==> config.mk <==
export PLATFORM = sky130hd
export DESIGN_NAME = gpr_wb_arbiter
export DESIGN_NICKNAME = d
export VERILOG_FILES = /design/src/rtl/gpr_wb_arbiter.sv
export SDC_FILE = /design/constraint.sdc
export NUM_CORES = 1
export LEC_CHECK = 0
export CAP_MARGIN = 25
export CELL_PAD_IN_SITES_DETAIL_PLACEMENT = 1
export CELL_PAD_IN_SITES_GLOBAL_PLACEMENT = 1
export CORE_MARGIN = 2
export CORE_UTILIZATION = 45
export DETAILED_ROUTE_END_ITERATION = 8
export PLACE_DENSITY_LB_ADDON = 0.15
export SKIP_CTS_REPAIR_TIMING = 1
export SLEW_MARGIN = 0
export SYNTH_ARGS = -nofsm -noshare
export SYNTH_HDL_FRONTEND = slang
export SYNTH_SLANG_ARGS = --single-unit
==> constraint.sdc <==
create_clock -name clk -period 3.2 [get_ports clk]
set_input_delay 0.32 -clock clk [delete_from_list [all_inputs] [get_ports clk]]
set_output_delay 0.32 -clock clk [all_outputs]
set_load 0.05 [all_outputs]
==> src/rtl/gpr_wb_arbiter.sv <==
// gpr_wb_arbiter
//   Writeback stage merging ALU and load-unit results into the single
//   byte-enabled GPR write port. ALU results are never stalled and always
//   win; load results are queued in a small FIFO and drain on cycles the
//   ALU leaves free. When the FIFO is empty and the ALU is idle, an
//   accepted load bypasses the FIFO straight into the output register.
//
// Parameters
//   LDQ_DEPTH  load FIFO entries (power of two, 2..16)
//   TID_MSB    thread id MSB; sets the default address width
//   AW         regfile address width; wa[5:0] = register, upper bits = thread
//
// Ports
//   clk, rst                      clock, async active-high reset
//   alu_v/alu_wa/alu_sel/alu_res  ALU result (always accepted)
//   ld_v/ld_rdy/ld_wa/ld_sel/ld_res  load result, valid/ready handshake
//   wr/wa/o                       registered regfile write port
//   ldq_cnt                       FIFO occupancy
//   rq_a/rq_hit                   combinational pending-write hazard query
//
// Build option
//   GPR_WB_R0_SUPPRESS_EN  when defined, writes to register 0 of any thread
//                          (wa[5:0] == 0) are issued with wr = 0 and never
//                          raise rq_hit.

module gpr_wb_arbiter #(
    parameter int LDQ_DEPTH = 4,
    parameter int TID_MSB   = 0,
    parameter int AW        = 5 + TID_MSB + 2
) (
    input  logic                         clk,
    input  logic                         rst,

    input  logic                         alu_v,
    input  logic [AW-1:0]                alu_wa,
    input  logic [3:0]                   alu_sel,
    input  logic [31:0]                  alu_res,

    input  logic                         ld_v,
    output logic                         ld_rdy,
    input  logic [AW-1:0]                ld_wa,
    input  logic [3:0]                   ld_sel,
    input  logic [31:0]                  ld_res,

    output logic [3:0]                   wr,
    output logic [AW-1:0]                wa,
    output logic [31:0]                  o,

    output logic [$clog2(LDQ_DEPTH):0]   ldq_cnt,

    input  logic [AW-1:0]                rq_a,
    output logic                         rq_hit
);

    localparam int PW = $clog2(LDQ_DEPTH);
    localparam int CW = PW + 1;

    // FIFO storage
    logic [AW-1:0]  q_wa  [LDQ_DEPTH];
    logic [3:0]     q_sel [LDQ_DEPTH];
    logic [31:0]    q_res [LDQ_DEPTH];

    logic [PW-1:0]  wp;
    logic [PW-1:0]  rp;
    logic [CW-1:0]  cnt;

    logic           empty;
    logic           ld_acc;
    logic           enq;
    logic           deq;

    logic [3:0]     alu_sel_eff;
    logic [3:0]     ld_sel_eff;

    // Register-0 suppression is folded into the byte enables at the input,
    // so queued r0 writes carry sel = 0 and drop out of the hazard query
    // without a separate compare on the FIFO contents.
`ifdef GPR_WB_R0_SUPPRESS_EN
    assign alu_sel_eff = (alu_wa[5:0] == 6'd0) ? 4'h0 : alu_sel;
    assign ld_sel_eff  = (ld_wa[5:0]  == 6'd0) ? 4'h0 : ld_sel;
`else
    assign alu_sel_eff = alu_sel;
    assign ld_sel_eff  = ld_sel;
`endif

    assign empty   = (cnt == '0);
    assign ld_rdy  = (cnt != CW'(LDQ_DEPTH));
    assign ld_acc  = ld_v & ld_rdy;

    // Loads bypass only when nothing is ahead of them and the ALU is idle;
    // otherwise they queue, which keeps load order intact.
    assign enq     = ld_acc & (alu_v | ~empty);
    assign deq     = ~alu_v & ~empty;

    assign ldq_cnt = cnt;

    // Pointer / count bookkeeping
    always_ff @(posedge clk or posedge rst) begin
        if (rst) begin
            wp  <= '0;
            rp  <= '0;
            cnt <= '0;
        end else begin
            if (enq) begin
                wp <= wp + 1'b1;
            end
            if (deq) begin
                rp <= rp + 1'b1;
            end
            if (enq && !deq) begin
                cnt <= cnt + 1'b1;
            end else if (deq && !enq) begin
                cnt <= cnt - 1'b1;
            end
        end
    end

    // Storage is never read outside the valid window, so it needs no reset.
    always_ff @(posedge clk) begin
        if (enq) begin
            q_wa[wp]  <= ld_wa;
            q_sel[wp] <= ld_sel_eff;
            q_res[wp] <= ld_res;
        end
    end

    // Output register: ALU > FIFO head > bypassed load > idle
    always_ff @(posedge clk or posedge rst) begin
        if (rst) begin
            wr <= '0;
            wa <= '0;
            o  <= '0;
        end else if (alu_v) begin
            wr <= alu_sel_eff;
            wa <= alu_wa;
            o  <= alu_res;
        end else if (!empty) begin
            wr <= q_sel[rp];
            wa <= q_wa[rp];
            o  <= q_res[rp];
        end else if (ld_acc) begin
            wr <= ld_sel_eff;
            wa <= ld_wa;
            o  <= ld_res;
        end else begin
            wr <= '0;
        end
    end

    // Hazard query: an entry is live when its distance from the read
    // pointer (mod depth) is below the occupancy count.
    always_comb begin
        logic [PW-1:0] off;
        rq_hit = (wr != 4'h0) && (wa == rq_a);
        for (int unsigned i = 0; i < LDQ_DEPTH; i++) begin
            off = PW'(i) - rp;
            if ((CW'(off) < cnt) && (q_sel[i] != 4'h0) && (q_wa[i] == rq_a)) begin
                rq_hit = 1'b1;
            end
        end
    end

endmodule
-- Word level (Yosys, flattened, before mapping)
Memories as Yosys holds them, arrays and structs flattened.
Index checks and enable logic that the tools add are counted.
- flip-flop bits (word level): 50
- bits in writable memories: 172
- input port bits: 97
- output and inout bits: 48
- memories kept: 3
- add/sub/neg operators: 8
- $lt $le $gt $ge: 4
- equality and inequality tests: 7
- multiplexer cells: 17
- bitwise gates (word level): 6
- reduce and logical (&&, ||, !) cells: 20
- memories (memory ; words ; bits a word ; read ports ; clocked after memory_dff ; write ports ; line ; RTL):
    q_res ; 4 ; 32 ; 1 ; 0 ; 1 ; 61 ; logic [31:0] q_res [LDQ_DEPTH];
    q_wa ; 4 ; 7 ; 5 ; 0 ; 1 ; 59 ; logic [AW-1:0] q_wa [LDQ_DEPTH];
    q_sel ; 4 ; 4 ; 5 ; 0 ; 1 ; 60 ; logic [3:0] q_sel [LDQ_DEPTH];
- operators by type and width (cell ; number):
    2-to-1 mux 32 bit ; 3
    == test 7 bit ; 5
    2-to-1 mux 7 bit ; 3
    nonzero test 4 bit ; 5
    less-than comparator 2 x 3 -> 1 bit ; 4
    2-to-1 mux 4 bit ; 3
    logical AND 1 bit ; 11
    2-to-1 mux 1 bit ; 6
    2-to-1 mux 3 bit ; 2
    adder 2 x 1 -> 2 bit (second input constant) ; 2
    subtractor 1 x 2 -> 2 bit (first input constant) ; 2
    subtractor 2 bit (first input constant) ; 2
    adder 3 x 1 -> 3 bit (second input constant) ; 1
    bitwise AND 1 bit ; 3
    zero test 3 bit ; 1
    inequality test 3 x 2 -> 1 bit (second input constant) ; 1
    inequality test 3 bit (second input constant) ; 1
    subtractor 3 x 1 -> 3 bit (second input constant) ; 1
    zero test 1 bit ; 2
    inverter 1 bit ; 2
    nonzero test 2 bit ; 1
    OR 1 bit ; 1

-- Logic depth before layout (Yosys ltp)
- word-level depth: 8
- gate-level depth with buffers: 11

-- Least setup slack after synthesis
Ideal clock, no wire load.
- kind: reg-to-reg
- start point: register cnt[0], in the netlist ldq_cnt[0]
- end point: memory q_res[2][0] (enable)
- library setup time: 0.405 ns
- data arrival time: 2.850 ns
- required time: 2.795 ns
- slack: -0.054 ns
- stages on the path, launching flop included: 7
- buffers on the path: 1
- cell sequence: dfrtp_1 -> buf_2 -> nor2_1 -> nand2_1 -> nand2_1 -> nor2_1 -> and2_1
- RTL lines (what ; line ; RTL):
    start, declared ; 65 ; logic [CW-1:0] cnt;
    start signal, assigned ; 111 ; cnt <= cnt + 1'b1;
    start signal, assigned ; 113 ; cnt <= cnt - 1'b1;
    inequality test 3 bit ; 87 ; assign ld_rdy = (cnt != CW'(LDQ_DEPTH));
    named net ld_rdy ; 40 ; output logic ld_rdy,
    bitwise AND 1 bit ; 88 ; assign ld_acc = ld_v & ld_rdy;
    bitwise AND 1 bit ; 92 ; assign enq = ld_acc & (alu_v | ~empty);
    named net enq ; 69 ; logic enq;
    2-to-1 mux 1 bit ; 120 ; if (enq) begin
    2-to-1 mux 1 bit (not written as such) ; 123 ; q_res[wp] <= ld_res;
    end, declared ; 61 ;
The timed path passes the listed nets, and every way through them passes these cells.

-- Worst setup path in the final report
- start point: register rp[0]
- end point: output port rq_hit
- cells in the longest elaborated chain, start to end: 8
- ends and longest elaborated chain (what ; line ; RTL):
    start, declared ; 64 ; logic [PW-1:0] rp;
    start signal, assigned ; 108 ; rp <= rp + 1'b1;
    subtractor 1 x 2 -> 2 bit ; 156 ; off = PW'(i) - rp;
    less-than comparator 2 x 3 -> 1 bit ; 157 ; if ((CW'(off) < cnt) && (q_sel[i] != 4'h0) && (q_wa[i] == rq_a)) begin
    logical AND 1 bit (2 in series) ; 157 ;
    2-to-1 mux 1 bit (3 in series) ; 157 ;
    2-to-1 mux 1 bit * ; 157 ;
    end, declared ; 52 ; output logic rq_hit
Every way passes the cells marked *; elsewhere a longest branch is shown, timed or not.

==> results.txt <==
----------------------------------------------------
[Outcome]
  Status ... finished clean

[Setup path]
  Flop-to-flop setup slack ... 730 ps
  Crit Path Class ... reg2out
  Critical path capture point type ... output pin
  Crit Reg-Reg Startpoint ... ldq_cnt[0]
  Cell Chain, Critical Path ... xnor2_1, inv_1, ha_1, a21oi_1, o21ai_0, nand4_1, buf_4
  Critical path data arrival time ... 2480 ps
  Worst path bufs/invs ... 2
  CP max stage delay ... 670 ps
  CP Data Required Time ... 2880 ps
  Reg2reg end ... ldq_cnt[2]
  CP max stage cell ... sky130_fd_sc_hd__dfrtp_4
  Critical path origin ... rp[0]
  Cell class contributing the biggest share of worst-path delay ... flip-flops
  Maximum fanout encountered on the critical timing path ... 25
  Startpoint type of the worst setup path ... flip-flop
  Number of cells on the worst reg-to-reg path ... 10

[Global routing]
  Remaining global-route overflow ... 0
  Pin count of the biggest net entering global routing ... 46
  GR met3 Demand/Resource ... 0.0334
  Via count of the first global-routing pass ... 6,444
  Global routing usage summed across all routing layers ... 0.225
  Grt met1 use ... 0.293
  Global-route met2 utilization ... 0.397
  Antenna violations before repair ... 0
  Wire length of the first global-routing pass ... 37,600 um
  Busiest grt layer ... met2

[STA]
  Endpoints failing setup ... 0
  Total Negative Setup Slacks ... 0 ps
  Max Slew Vio Count ... 0
  Final critical delay including setup and external delays ... 2800 ps
  Worst Setup Slack, final ... 402 ps
  Slew at the pin with the worst max-slew slack ... 940 ps
  Crit share post-route ... 0.874
  Setup repair after global routing missed its margin ... no
  Clock skew after layout ... 15.9 ps
  Number of hold violations in the final report ... 0
  Highest clock frequency the design can meet ... 0.357 GHz
  Slew Limit Headroom ... 0.372

[Final layout]
  Fillers ... 1,895
  Post-layout util ... 0.581
  Syn-to-layout area delta ... 26.0%
  NumNets Final ... 831
  Share of final-layout standard cells stronger than drive strength 1 ... 0.146
  Total inserted antenna cells ... 0

[Detailed routing]
  Final routed DRC violation total ... 0
  Final ANT Viol Nets ... 0
  1st-iter DRT viols ... 450
  Length of the first detailed-routing pass in iterations ... 9
  Wire length per cell after detailed routing ... 23.9 um
  Via count ... 5,826
  Final wirelength ... 24,100 um
  Average vias per placed instance ... 5.77

[Yosys]
  Ys async rst share ... 0.225
  Synth cell types ... 27
  Largest cells by area after synthesis ... sky130_fd_sc_hd__edfxtp_1 (55%), sky130_fd_sc_hd__dfrtp_1 (13%), sky130_fd_sc_hd__mux4_2 (10%)
  Most instantiated library cell after synthesis ... sky130_fd_sc_hd__edfxtp_1
  Proportion of netlist area held by the largest area contributor ... 0.550
  Post-synth EDFFs ... 172
  Leading register cell type out of synthesis ... sky130_fd_sc_hd__edfxtp_1
  Share of synthesized area occupied by flip-flops and latches ... 0.684
  Synthesized netlist net count ... 685
  Mean cell area of the mapped netlist ... 16.2 sq um
  Post-Synthesis Cells ... 578
  Ranking of synthesized cells by instance count ... sky130_fd_sc_hd__edfxtp_1 (172), sky130_fd_sc_hd__nor2_1 (83), sky130_fd_sc_hd__dfrtp_1 (50)
  Cell type with the largest total area after synthesis ... sky130_fd_sc_hd__edfxtp_1
  Synth Warn # ... 0
  FF+latch count, synth ... 222
  Post-synthesis instance area ... 9380 sq um

[Place]
  Detailed placement HPWL ... 15,700 um
  Setup WS pre-CTS ... 718 ps
  Weighted congestion at the end of routability-driven global placement ... 0.897
  Number of port buffers ... 144

[CTS]
  Clock tree from TritonCTS ... built
  Clock Latency Late Sink ... 500 ps
  H-tree level count ... 1
  Max Root-Sink Buffers ... 3
  Root Buffer Master ... sky130_fd_sc_hd__clkbuf_16
  Number of sinks handled by clock tree synthesis ... 222
  Number of buffers added by the clock tree synthesis step ... 23
  CTS clk-pin slew, worst paths ... 60 ps

[Hold path]
  Hold-critical path endpoint ... wp[0]
  Worst min-delay path class ... in2reg
  Hold path depth ... 4
  Hold Startpoint ... ld_v

[Power]
  Worst ir drop on vdd ... 0.525 mV
  Fraction of power spent switching nets ... 0.360
  Leakage power total ... 0.00413 uW
  Power Density ... 923 nW/um^2
  Cell-internal power ... 6990 uW
  Sequential group share of total power ... 0.404
  Clock network power share ... 0.231
  Net switching component of the power ... 3930 uW
  Logic gate share of total power ... 0.366

[Floorplanning]
  Core region area ... 20,400 sq um
  Floorplan die area ... 22,000 sq um
  Die extent in y ... 148 um
  Chip Width ... 148 um
  Number of cell rows ... 52
  Top-level port count ... 145
  Starting density of the core ... 0.461

[Job]
  Reported max-cap violation count ... 0

----------------------------------------------------
[layer usage]
| metal | vias to the layer above | routed length [um] | share of wire |
|---|---|---|---|
| li1 | 2532 | - | - |
| met1 | 3034 | 9650 | 0.40 |
| met2 | 221 | 12400 | 0.51 |
| met3 | 39 | 1520 | 0.063 |
| met4 | 0 | 563 | 0.023 |
| met5 | - | 0 | 0 |
[registers in the layout (all words and copies together) (netlist names)]
name and flops:
wa 7, q_wa 28, wr 4, q_res 128
q_sel 16, o 32, ldq_cnt 3, wp 2
rp 2
[worst max path at each step]
stage | end | slack (ps) | cells past startpoint
floorplan | ldq_cnt[2] | 360 | 11
global placement | o[24] | 850 | 4
detailed placement | ldq_cnt[2] | 720 | 10
CTS | rq_hit | 360 | 7
global route | rq_hit | 270 | 7
finish | rq_hit | 400 | 7
[worst min-delay path: cells and delay by family]
family / cells / cell delay, ps
and+or+nand+nor: 2 / 200
buffers and inverters: 1 / 100
xor gates and xnor gates: 1 / 160
[placed cells by master (no fill, tap or decap), types with 2 or more instances in the layout]
cell type	n
sky130_fd_sc_hd__a21oi_1	5
sky130_fd_sc_hd__a222oi_1	39
sky130_fd_sc_hd__a32oi_1	4
sky130_fd_sc_hd__and2_2	4
sky130_fd_sc_hd__buf_2	2
sky130_fd_sc_hd__buf_4	18
sky130_fd_sc_hd__clkbuf_1	5
sky130_fd_sc_hd__clkbuf_16	23
sky130_fd_sc_hd__clkbuf_8	3
sky130_fd_sc_hd__clkdlybuf4s50_1	141
sky130_fd_sc_hd__clkinv_1	3
sky130_fd_sc_hd__clkinv_2	4
sky130_fd_sc_hd__dfrtp_1	48
sky130_fd_sc_hd__edfxtp_1	172
sky130_fd_sc_hd__ha_1	9
sky130_fd_sc_hd__inv_1	7
sky130_fd_sc_hd__mux2_2	2
sky130_fd_sc_hd__mux4_2	43
sky130_fd_sc_hd__nand2_1	12
sky130_fd_sc_hd__nand2b_1	40
sky130_fd_sc_hd__nand4_1	5
sky130_fd_sc_hd__nor2_1	82
sky130_fd_sc_hd__nor4_1	7
sky130_fd_sc_hd__o21ai_0	3
sky130_fd_sc_hd__o41ai_1	4
sky130_fd_sc_hd__xnor2_1	24
sky130_fd_sc_hd__xor2_1	18
[layout make-up]
cell class / count / area [sq um] / area share
Clock buffer: 31 / 636 / 0.0538
Clock inverter: 9 / 68.8 / 0.00582
Inverter: 8 / 30.0 / 0.00254
Multi-Input combinational cell: 307 / 2750 / 0.233
Sequential cell: 222 / 6420 / 0.543
Tap cell: 270 / 338 / 0.0286
Timing Repair Buffer: 162 / 1580 / 0.133
[cells by family after synthesis]
kind of cell | Yosys count | synth area share
AOI/OAI and AO/OA | 56 | 0.0541
xor gates and xnor gates | 42 | 0.0392
adders and majority gates | 10 | 0.0141
buffers and inverters | 49 | 0.0244
DFF | 222 | 0.684
muxes | 45 | 0.106
and+or+nand+nor | 154 | 0.0788
[power by group through the flow]
stage | logic, uW | registers, uW | clock network [uW]
2_1_floorplan | 1940 | 5110 | 0
3_3_place_gp | 3940 | 4420 | 0
3_5_place_dp | 4010 | 4470 | 0
4_1_cts | 4040 | 4420 | 2550
5_1_grt | 4240 | 4500 | 2670
6_report | 3990 | 4410 | 2520
[through the flow]
step | cell area (sq um) | cells | total power, uW | hold WS [ps]
floorplan | 9390 | 578 | 7050 | 419
global placement | 11100 | 969 | 8350 | 478
detailed placement | 11100 | 969 | 8480 | 487
CTS | 11800 | 1009 | 11000 | 325
global route | 11800 | 1009 | 11400 | 360
finish | 11800 | 1009 | 10900 | 332
No activity file was read; power rests on OpenSTA's default activity.
